File: src/rtl/rs_multi_cdb_pkg.sv
// rtl/rs_multi_cdb_pkg.sv - shared constants and CDB packing helper for the reservation station
package rs_multi_cdb_pkg;

  localparam int DEF_RS_DEPTH  = 16;
  localparam int DEF_NUM_CDB   = 2;
  localparam int DEF_XLEN      = 32;
  localparam int DEF_ROB_IDX_W = 4;
  localparam int DEF_OP_W      = 6;

  // ALU op encodings carried through the station untouched
  localparam logic [DEF_OP_W-1:0] OP_ADD = 6'd0;
  localparam logic [DEF_OP_W-1:0] OP_SUB = 6'd1;
  localparam logic [DEF_OP_W-1:0] OP_AND = 6'd2;
  localparam logic [DEF_OP_W-1:0] OP_OR  = 6'd3;
  localparam logic [DEF_OP_W-1:0] OP_XOR = 6'd4;

  // LSB of CDB port p inside a packed bus of w-bit fields
  function automatic int cdb_lsb(input int p, input int w);
    return p * w;
  endfunction

endpackage

File: src/rtl/rs_age_select.sv
// rtl/rs_age_select.sv - age matrix picking the oldest requesting entry
module rs_age_select #(
  parameter int DEPTH = 16
) (
  input  logic             clk_i,
  input  logic             rst_i,
  input  logic             clr_i,
  input  logic             en_i,
  input  logic [DEPTH-1:0] alloc_oh_i,
  input  logic [DEPTH-1:0] free_oh_i,
  input  logic [DEPTH-1:0] req_i,
  output logic [DEPTH-1:0] grant_o
);

  // age_q[i][j] set means entry i was allocated before entry j
  logic [DEPTH-1:0] age_q [DEPTH];

  // A new entry is younger than every other; a freed entry loses its seniority
  always_ff @(posedge clk_i) begin
    if (rst_i || clr_i) begin
      for (int i = 0; i < DEPTH; i++) age_q[i] <= '0;
    end else if (en_i) begin
      for (int i = 0; i < DEPTH; i++) begin
        for (int j = 0; j < DEPTH; j++) begin
          if (alloc_oh_i[i])      age_q[i][j] <= 1'b0;
          else if (alloc_oh_i[j]) age_q[i][j] <= 1'b1;
          else if (free_oh_i[i])  age_q[i][j] <= 1'b0;
        end
      end
    end
  end

  // Grant a requester that no other requester is older than
  always_comb begin
    grant_o = '0;
    for (int i = 0; i < DEPTH; i++) begin
      logic older;
      older = 1'b0;
      for (int j = 0; j < DEPTH; j++) begin
        if (req_i[j] && age_q[j][i]) older = 1'b1;
      end
      grant_o[i] = req_i[i] && !older;
    end
  end

endmodule

File: src/rtl/rs_multi_cdb.sv
// rtl/rs_multi_cdb.sv - reservation station with multi-port CDB snoop and oldest-first dispatch
module rs_multi_cdb
  import rs_multi_cdb_pkg::*;
#(
  parameter int RS_DEPTH  = DEF_RS_DEPTH,
  parameter int NUM_CDB   = DEF_NUM_CDB,
  parameter int XLEN      = DEF_XLEN,
  parameter int ROB_IDX_W = DEF_ROB_IDX_W,
  parameter int OP_W      = DEF_OP_W
) (
  input  logic                           clk,
  input  logic                           rst,
  input  logic                           rdy,
  input  logic                           flush,
  input  logic                           issue_valid,
  input  logic [OP_W-1:0]                issue_op,
  input  logic [XLEN-1:0]                issue_vj,
  input  logic [XLEN-1:0]                issue_vk,
  input  logic [ROB_IDX_W-1:0]           issue_qj,
  input  logic [ROB_IDX_W-1:0]           issue_qk,
  input  logic                           issue_rj,
  input  logic                           issue_rk,
  input  logic [XLEN-1:0]                issue_imm,
  input  logic [XLEN-1:0]                issue_pc,
  input  logic [ROB_IDX_W-1:0]           issue_robid,
  input  logic [NUM_CDB-1:0]             cdb_valid,
  input  logic [NUM_CDB*XLEN-1:0]        cdb_value,
  input  logic [NUM_CDB*ROB_IDX_W-1:0]   cdb_robid,
  output logic                           out_valid,
  input  logic                           out_ready,
  output logic [OP_W-1:0]                out_op,
  output logic [XLEN-1:0]                out_vj,
  output logic [XLEN-1:0]                out_vk,
  output logic [XLEN-1:0]                out_imm,
  output logic [XLEN-1:0]                out_pc,
  output logic [ROB_IDX_W-1:0]           out_robid,
  output logic                           next_full,
  output logic [$clog2(RS_DEPTH):0]      occupancy
);

  localparam int IDX_W = $clog2(RS_DEPTH);
  localparam int CNT_W = IDX_W + 1;

  logic [RS_DEPTH-1:0]  busy_q, rj_q, rk_q;
  logic [OP_W-1:0]      op_q    [RS_DEPTH];
  logic [XLEN-1:0]      vj_q    [RS_DEPTH];
  logic [XLEN-1:0]      vk_q    [RS_DEPTH];
  logic [XLEN-1:0]      imm_q   [RS_DEPTH];
  logic [XLEN-1:0]      pc_q    [RS_DEPTH];
  logic [ROB_IDX_W-1:0] qj_q    [RS_DEPTH];
  logic [ROB_IDX_W-1:0] qk_q    [RS_DEPTH];
  logic [ROB_IDX_W-1:0] robid_q [RS_DEPTH];
  logic [CNT_W-1:0]     occ_q;

  logic [RS_DEPTH-1:0]  wk_j_hit, wk_k_hit;
  logic [XLEN-1:0]      wk_j_val [RS_DEPTH];
  logic [XLEN-1:0]      wk_k_val [RS_DEPTH];
  logic                 byp_j_hit, byp_k_hit;
  logic [XLEN-1:0]      byp_j_val, byp_k_val;
  logic                 have_free, do_alloc, load;
  logic [IDX_W-1:0]     alloc_idx, sel_idx;
  logic [RS_DEPTH-1:0]  alloc_oh, free_oh, req, grant;
  logic [CNT_W:0]       nf_sum;

  // Tag match against every CDB port; descending scan lets the lowest port win
  always_comb begin
    wk_j_hit  = '0;
    wk_k_hit  = '0;
    byp_j_hit = 1'b0;
    byp_k_hit = 1'b0;
    byp_j_val = '0;
    byp_k_val = '0;
    for (int i = 0; i < RS_DEPTH; i++) begin
      wk_j_val[i] = '0;
      wk_k_val[i] = '0;
    end
    for (int p = NUM_CDB - 1; p >= 0; p--) begin
      if (cdb_valid[p]) begin
        if (cdb_robid[cdb_lsb(p, ROB_IDX_W) +: ROB_IDX_W] == issue_qj) begin
          byp_j_hit = 1'b1;
          byp_j_val = cdb_value[cdb_lsb(p, XLEN) +: XLEN];
        end
        if (cdb_robid[cdb_lsb(p, ROB_IDX_W) +: ROB_IDX_W] == issue_qk) begin
          byp_k_hit = 1'b1;
          byp_k_val = cdb_value[cdb_lsb(p, XLEN) +: XLEN];
        end
        for (int i = 0; i < RS_DEPTH; i++) begin
          if (cdb_robid[cdb_lsb(p, ROB_IDX_W) +: ROB_IDX_W] == qj_q[i]) begin
            wk_j_hit[i] = 1'b1;
            wk_j_val[i] = cdb_value[cdb_lsb(p, XLEN) +: XLEN];
          end
          if (cdb_robid[cdb_lsb(p, ROB_IDX_W) +: ROB_IDX_W] == qk_q[i]) begin
            wk_k_hit[i] = 1'b1;
            wk_k_val[i] = cdb_value[cdb_lsb(p, XLEN) +: XLEN];
          end
        end
      end
    end
  end

  // Lowest-index free slot, judged on registered busy so a slot freed this edge is not reused
  always_comb begin
    alloc_idx = '0;
    have_free = 1'b0;
    for (int i = RS_DEPTH - 1; i >= 0; i--) begin
      if (!busy_q[i]) begin
        alloc_idx = IDX_W'(i);
        have_free = 1'b1;
      end
    end
  end

  // Encode the one-hot grant into a slot index for the output mux
  always_comb begin
    sel_idx = '0;
    for (int i = 0; i < RS_DEPTH; i++) begin
      if (grant[i]) sel_idx = IDX_W'(i);
    end
  end

  assign do_alloc = rdy && issue_valid && have_free;
  assign alloc_oh = do_alloc ? (RS_DEPTH'(1) << alloc_idx) : '0;
  assign req      = busy_q & rj_q & rk_q;
  assign load     = rdy && (|req) && (!out_valid || out_ready);
  assign free_oh  = load ? grant : '0;

  rs_age_select #(.DEPTH(RS_DEPTH)) u_age (
    .clk_i      (clk),
    .rst_i      (rst),
    .clr_i      (flush),
    .en_i       (rdy),
    .alloc_oh_i (alloc_oh),
    .free_oh_i  (free_oh),
    .req_i      (req),
    .grant_o    (grant)
  );

  // Entry storage: free on dispatch, wake on CDB match, fill on allocate
  always_ff @(posedge clk) begin
    if (rst || flush) begin
      busy_q <= '0;
      rj_q   <= '0;
      rk_q   <= '0;
    end else if (rdy) begin
      for (int i = 0; i < RS_DEPTH; i++) begin
        if (free_oh[i]) busy_q[i] <= 1'b0;
        if (busy_q[i] && !rj_q[i] && wk_j_hit[i]) begin
          rj_q[i] <= 1'b1;
          vj_q[i] <= wk_j_val[i];
        end
        if (busy_q[i] && !rk_q[i] && wk_k_hit[i]) begin
          rk_q[i] <= 1'b1;
          vk_q[i] <= wk_k_val[i];
        end
        if (alloc_oh[i]) begin
          busy_q[i]  <= 1'b1;
          op_q[i]    <= issue_op;
          imm_q[i]   <= issue_imm;
          pc_q[i]    <= issue_pc;
          robid_q[i] <= issue_robid;
          qj_q[i]    <= issue_qj;
          qk_q[i]    <= issue_qk;
          rj_q[i]    <= issue_rj || byp_j_hit;
          rk_q[i]    <= issue_rk || byp_k_hit;
          vj_q[i]    <= (!issue_rj && byp_j_hit) ? byp_j_val : issue_vj;
          vk_q[i]    <= (!issue_rk && byp_k_hit) ? byp_k_val : issue_vk;
        end
      end
    end
  end

  // Dispatch register: loads when empty or drained, holds while stalled
  always_ff @(posedge clk) begin
    if (rst) begin
      out_valid <= 1'b0;
      out_op    <= '0;
      out_vj    <= '0;
      out_vk    <= '0;
      out_imm   <= '0;
      out_pc    <= '0;
      out_robid <= '0;
    end else if (flush) begin
      out_valid <= 1'b0;
    end else if (rdy) begin
      if (load) begin
        out_valid <= 1'b1;
        out_op    <= op_q[sel_idx];
        out_vj    <= vj_q[sel_idx];
        out_vk    <= vk_q[sel_idx];
        out_imm   <= imm_q[sel_idx];
        out_pc    <= pc_q[sel_idx];
        out_robid <= robid_q[sel_idx];
      end else if (out_ready) begin
        out_valid <= 1'b0;
      end
    end
  end

  // Busy count tracks allocations minus dispatches
  always_ff @(posedge clk) begin
    if (rst || flush) occ_q <= '0;
    else if (rdy)     occ_q <= occ_q + CNT_W'(do_alloc) - CNT_W'(load);
  end

  assign occupancy = occ_q;
  assign nf_sum    = {1'b0, occ_q} + (CNT_W+1)'(issue_valid) - (CNT_W+1)'(load);
  assign next_full = nf_sum >= (CNT_W+1)'(RS_DEPTH);

  a_issue_when_full: assert property (@(posedge clk) disable iff (rst || flush)
    (rdy && issue_valid) |-> have_free);

endmodule

File: config.mk
export PLATFORM = sky130hd
export DESIGN_NAME = rs_multi_cdb
export DESIGN_NICKNAME = d
export VERILOG_FILES = /design/src/rtl/rs_multi_cdb_pkg.sv /design/src/rtl/rs_age_select.sv /design/src/rtl/rs_multi_cdb.sv
export SDC_FILE = /design/constraint.sdc
export NUM_CORES = 2
export LEC_CHECK = 0
export BUFFER_PORTS_ARGS = -buffer_cell sky130_fd_sc_hd__buf_2
export CAP_MARGIN = 20
export CORE_MARGIN = 4
export CORE_UTILIZATION = 30
export CTS_BUF_LIST = sky130_fd_sc_hd__clkbuf_4 sky130_fd_sc_hd__clkbuf_8 sky130_fd_sc_hd__clkbuf_16
export DETAILED_ROUTE_END_ITERATION = 10
export PLACE_DENSITY_LB_ADDON = 0.25
export SYNTH_ARGS = -nofsm -noshare
export SYNTH_HDL_FRONTEND = slang
export SYNTH_SLANG_ARGS = --single-unit
File: constraint.sdc
create_clock -name clk -period 10.8 [get_ports clk]
set_input_delay 0.54 -clock clk [delete_from_list [all_inputs] [get_ports clk]]
set_output_delay 0.54 -clock clk [all_outputs]
set_load 0.01 [all_outputs]
======== Word-level counts from Yosys, hierarchy flattened ========
Memory sizes are Yosys's and may differ from the RTL's. A register that Yosys moved wholly into a read port is not among the register bits.
Cells that the tools add are included.
W data, S select, Z words.
word-level totals
  register bits ........................... 54
  bits in latches ......................... 0
  RAM bits ................................ 2592
  bits in read-only memories .............. 0
  output and inout port bits .............. 145
  logic and storage cells ................. 5193
  memories kept ........................... 9
memory list
  name         depth  width  rd ports  clocked after memory_dff  write ports  line                 RTL
  imm_q        16     32     1         1                         16           rs_multi_cdb.sv:48   logic [XLEN-1:0] imm_q [RS_DEPTH];
  pc_q         16     32     1         1                         16           rs_multi_cdb.sv:49   logic [XLEN-1:0] pc_q [RS_DEPTH];
  vj_q         16     32     1         1                         16           rs_multi_cdb.sv:46   logic [XLEN-1:0] vj_q [RS_DEPTH];
  vk_q         16     32     1         1                         16           rs_multi_cdb.sv:47   logic [XLEN-1:0] vk_q [RS_DEPTH];
  u_age.age_q  16     16     16        0                         16           rs_age_select.sv:16  logic [DEPTH-1:0] age_q [DEPTH];
  op_q         16     6      1         1                         16           rs_multi_cdb.sv:45   logic [OP_W-1:0] op_q [RS_DEPTH];
  +3 memories  n/a    n/a    n/a       n/a                       n/a          n/a
operators by class
  $add $sub $neg .......................... 4
  multiply operators ...................... 0
  divide/modulo/power cells ............... 0
  order comparisons ....................... 1
  eq/ne operators ......................... 68
  shifts and indexed selects .............. 1
  muxes and demuxes ....................... 3775
  bitwise operators ....................... 787
  reductions and logical operators ........ 498
operator list
  kind                    number
  $mux W1                 3629
  $mux W32                106
  $mux W512               4
  $or A1 B1 Y1            784
  $logic_and A1 B1 Y1     342
  $eq A4 B4 Y1            68
  $mux W4                 30
  $reduce_and A2 Y1       49
  $reduce_bool A2 Y1      49
  $mux W16                6
  $logic_not A1 Y1        51
  $and A16 B16 Y16        2
  $reduce_or A16 Y1       1
  $shl A1 B4 Y16 const A  1
  $add A5 B1 Y6           1
  $ge A6 B5 Y1 const B    1
  $sub A6 B1 Y6           1
  $add A5 B1 Y5           1
  $sub A5 B1 Y5           1
  $logic_or A1 B1 Y1      4
  $reduce_and A3 Y1       1
  $reduce_or A2 Y1        1
  $not A1 Y1              1

======== Longest topological paths before layout ========
  depth after elaboration ................. 36
  gate-level depth with buffers ........... 19
  gate-level depth less buffers ........... 16

======== By module ========
Synthesis repeated with hierarchy kept, for this count alone.
unflattened totals
  cell total of the unflattened synthesis .. 10389
  area, all modules ....................... 133535.6 µm²
modules (own cells, without submodules)
  module         instances  cells each  area each (µm²)
  rs_multi_cdb   1          9015        120491.8
  rs_age_select  1          1374        13043.8

======== Worst setup path after synthesis ========
No wires, ideal clock.
  path type ............................... input port to flip-flop
  start ................................... in cdb_robid[1]
  end ..................................... mem vj_q[7][0] in the netlist's numbering (enable)
  setup time .............................. 466 ps
  arrival ................................. 4782 ps
  data required time ...................... 10334 ps
  path slack .............................. 5552 ps
  stages .................................. 8
  buffers on the path ..................... 2
  path through ............................ clkbuf_1 > clkbuf_1 > xnor2_1 > nand2_1 > nor4_1 > nor2_1 > or3_1 > o21ai_0
RTL lines
  item             line                RTL
  start, declared  rs_multi_cdb.sv:28  input logic [NUM_CDB*ROB_IDX_W-1:0] cdb_robid,
  end, declared    rs_multi_cdb.sv:46

======== Worst setup path after layout ========
  start ................................... reg busy_q[14]
  end ..................................... reg out_op[2], read port of op_q
between the ends
  longest elaborated chain between the ends .. 22
  elaborated cells between the ends (all ways) .. 96
  those cells by class .................... mux: 45; bitwise: 2; reduce/logical: 49
RTL lines
  item                                line                 RTL
  start, declared                     rs_multi_cdb.sv:44   logic [RS_DEPTH-1:0] busy_q, rj_q, rk_q;
  start signal, assigned              rs_multi_cdb.sv:141  busy_q <= '0;
  start signal, assigned by index     rs_multi_cdb.sv:146  if (free_oh[i]) busy_q[i] <= 1'b0;
  start signal, assigned by index     rs_multi_cdb.sv:156  busy_q[i] <= 1'b1;
  $and A16 B16 Y16 (*) (2 in series)  rs_multi_cdb.sv:123  assign req = busy_q & rj_q & rk_q;
  $logic_and A1 B1 Y1                 rs_age_select.sv:40  if (req_i[j] && age_q[j][i]) older = 1'b1;
  $mux W1 (2 in series)               rs_age_select.sv:40
  $logic_not A1 Y1                    rs_age_select.sv:42  grant_o[i] = req_i[i] && !older;
  $logic_and A1 B1 Y1                 rs_age_select.sv:42
  $mux W1                             rs_multi_cdb.sv:117  if (grant[i]) sel_idx = IDX_W'(i);
  $mux W4 (14 in series)              rs_multi_cdb.sv:117
  end, declared                       rs_multi_cdb.sv:31   output logic [OP_W-1:0] out_op,
Mark *: on every way between the ends. The rest lies on a longest branch, timed or not.
A chain may end at the register's enable or synchronous reset.

==> flow_summary_export.csv <==
group,metric,value,unit
cells_and_area,fin_util,34.4,%
clock_network,htree_levels,5,
routing,dr.pass1.iters,7,
worst_setup_path,cpMostUsedCell,"or2_2",
worst_setup_path,arrival,7.31,ns
worst_setup_path,ff2ff_path_depth,11,
timing,fin_setup_tns,0,ns
synth,yosysSeqAreaShare,60.9,%
placed_design,dpl_worst_slack,4.43,ns
synth,syn_avg_cell_area,11.3,um2
synth,synth.cell_area,133000,um2
run,max_cap_viol_count,0,
worst_setup_path,required,11.54,ns
clock_network,clock_latency,0.98,ns
timing,fin_crit_sh,60.9,%
clock_network,cts_tree,"done",
clock_network,clkTransAtPathRegs,0.06,ns
worst_setup_path,slowest_delay,0.92,ns
floorplan,ioPinCount,373,
clock_network,cts_buffer_depth,4,
cells_and_area,drive_gt1_share,13.5,%
timing,slew_headroom,2.73,%
timing,rsz0062_at_grt,"false",
grt,antenna_found_initial,68,
timing,hold-worst-slack,0.102,ns
synth,yosysWarnings,0,
routing,routedWlPerCell,34.9,um
worst_setup_path,worstSetupEndpoint,"out_op[2]",
worst_hold_path,hold_path_class,"in -> reg",
pwr,p_leak,54.8,nW
clock_network,clock-root-buffer,"clkbuf_16",
timing,setup_viol,0,
synth,async_flop_share,0,%
timing,hold_viol_final,0,
synth,synth_cell_types,74,
worst_setup_path,cp-end-kind,"flip-flop",
floorplan,fp.dieH,675,um
timing,finalWorstSetupSlack,4.23,ns
clock_network,cts_resized,0,
worst_setup_path,critPathMaxFanout,32,
grt,grt_overflow,0,
placed_design,place.detailed.hpwl,342000,um
synth,synth_cells,11800,
worst_setup_path,worst-path-stages,11,
worst_setup_path,cp_slowest_cell,"dfxtp_1",
worst_setup_path,r2r-end,"out_op[2]",
pwr,pwr_density_cell,157,nW/um2
timing,clock_skew,0.0873,ns
placed_design,port_buffers,372,
worst_setup_path,crit_buf_inv,1,
worst_setup_path,worstPathCellList,"and3_1, nand4_1, nor4_1, or2_2, or2_2, nand2b_1, nand2_1, nor2_4, buf_4, a22o_1, a2111oi_2",
timing,max_freq,152,MHz
floorplan,core_area,442000,um2
grt,grt_pass1_vias,99200,
clock_network,clkSinkCount,2768,
routing,drt_wl_total,619000,um
floorplan,core.rowCount,244,
worst_setup_path,path_class,"reg -> reg",
cells_and_area,fin_nets,11700,
placed_design,gp_congestion,0.906,
timing,period_needed,6.57,ns
routing,vias_per_cell,6.00,
routing,drtIter0Drc,16100,
timing,tightest_slew,1.46,ns
grt,grt_pass1_wl,839000,um
status,outcome,"completed",
synth,synth_seq_cells,2768,
worst_setup_path,rr_startpoint,"busy_q[14]",
pwr,peakVddDrop,115,uV
worst_setup_path,startpoint,"busy_q[14]",
worst_setup_path,cp-start-kind,"flip-flop",
synth,synth_ff_type,"edfxtp_1",
floorplan,die_w,675,um
synth,synth-edff-count,2576,
cells_and_area,syn2layout_area_growth,14.3,%
worst_setup_path,path_delay_family,"simple AND/OR/NAND/NOR gates",
cells_and_area,final_common_cell,"edfxtp_1",
grt,globalRouteTotalUtil,26.1,%
timing,drv_slew,0,
floorplan,initial_core_util,30.1,%
clock_network,tritoncts.num_buffers,318,
synth,syn_nets,12000,
cells_and_area,layout_common_cells,"2576 x edfxtp_1, 1544 x nand2_1, 1320 x nor2_1",
worst_setup_path,rrSetupSlack,4.23,ns
routing,drc,0,
pwr,p_total,23.9,mW
routing,vias,106000,
floorplan,dieArea,455000,um2
grt,grt_max_degree,144,
routing,detail-route-antenna-nets,0,
## worst reg2reg max path, stage by stage (launching register included)
cell       delay (ns)
dfxtp_1          0.92
and3_1           0.43
nand4_1          0.16
nor4_1           0.71
or2_2            0.68
or2_2            0.31
nand2b_1         0.59
nand2_1          0.39
nor2_4           0.92
buf_4            0.79
a22o_1           0.40
a2111oi_2        0.05
## where the power goes
group          switching [mW]  internal, mW
combinational           0.804         0.226
sequential             0.0334          11.7
clock                    4.67          6.42
## registers in the layout (all words and copies together) (netlist names)
signal       count
busy_q          16
imm_q          512
occupancy        5
op_q            96
out_imm         32
out_op           6
out_pc          32
out_robid        4
out_valid        1
out_vj          32
out_vk          32
pc_q           512
qj_q            64
qk_q            64
rj_q            16
rk_q            16
robid_q         64
u_age.age_q    240
vj_q           512
vk_q           512
## stage by stage
| step | instance area [um2] | instances |
|---|---|---|
| 4_1_cts | 152000 | 17700 |
| 3_3_place_gp | 141000 | 17000 |
| 6_report | 152000 | 17700 |
| 2_1_floorplan | 133000 | 11800 |
| 5_1_grt | 152000 | 17700 |
| 3_5_place_dp | 141000 | 17000 |
## timing repair
item	CTS	global route
setup buffers	0	0
setup endpoints to repair	0	0
hold buffers	74	0
hold endpoints to repair	1174	0
## Yosys cell counts (27+ instances only)
cell	instances	area share, %
a2111oi_2	126	1.4
a21oi_1	529	2.0
a221oi_1	385	2.5
a22o_1	133	0.87
a22oi_1	648	3.6
a311o_1	124	0.93
a31oi_1	153	0.72
and3_1	27	0.13
buf_1	128	0.36
buf_2	144	0.54
buf_4	65	0.37
clkbuf_1	995	2.8
dfxtp_1	192	2.9
edfxtp_1	2576	58
inv_1	229	0.64
mux2i_1	639	4.8
nand2_1	1552	4.4
nand3_1	192	0.72
nand4_1	251	1.2
nor2_1	1346	3.8
nor3_1	71	0.27
nor4_1	74	0.35
o21ai_0	358	1.3
o221ai_1	125	0.82
o22a_1	128	0.84
xnor2_1	70	0.46
xor2_1	205	1.3
## worst min path at each step
stage / from / endpoint / slack (ns) / cells after the start
final: issue_qk[0] / qk_q[1][16] / 0.10 / 1
after global routing: issue_qk[0] / qk_q[1][16] / 0.1 / 1
after CTS: issue_qk[2] / qk_q[1][14] / 0.05 / 1
after detailed placement: out_vj[27] / out_vj[27] / 0.44 / 2
after global placement: out_vj[27] / out_vj[27] / 0.44 / 2
after floorplan: out_imm[15] / out_imm[15] / 0.47 / 2
## routing by layer
| metal | vias to the layer above | GRT usage (%) | share of wire (%) |
|---|---|---|---|
| met4 | 36 | 16.7 | 7.3 |
| met2 | 7376 | 39.5 | 44 |
| met3 | 1860 | 7.20 | 11 |
| met5 | - | 0 | 0.041 |
| met1 | 53500 | 32.8 | 38 |
| li1 | 43600 | - | - |
## kinds of logic after synthesis
family / after synthesis / share of synthesized area (%)
fa+ha+maj: 9 / 0.0901
mux: 650 / 4.90
xor+xnor: 275 / 1.81
buf+inv: 1590 / 4.95
simple gates: 3626 / 11.4
compound gates: 2844 / 15.9
flops: 2768 / 60.9
## cell type report
| cell class | count | area (um2) |
|---|---|---|
| fillers | 43800 | 290000 |
| flip-flops and latches | 2768 | 81200 |
| multi-input cells | 7404 | 46700 |
| repair buffers | 782 | 5410 |
| well taps | 5904 | 7390 |
| clock buffers | 449 | 9220 |
| clock inverters | 136 | 1360 |
| inverters | 230 | 933 |
| diodes | 50 | 125 |
Note: power is estimated with default switching activity, not from simulation.
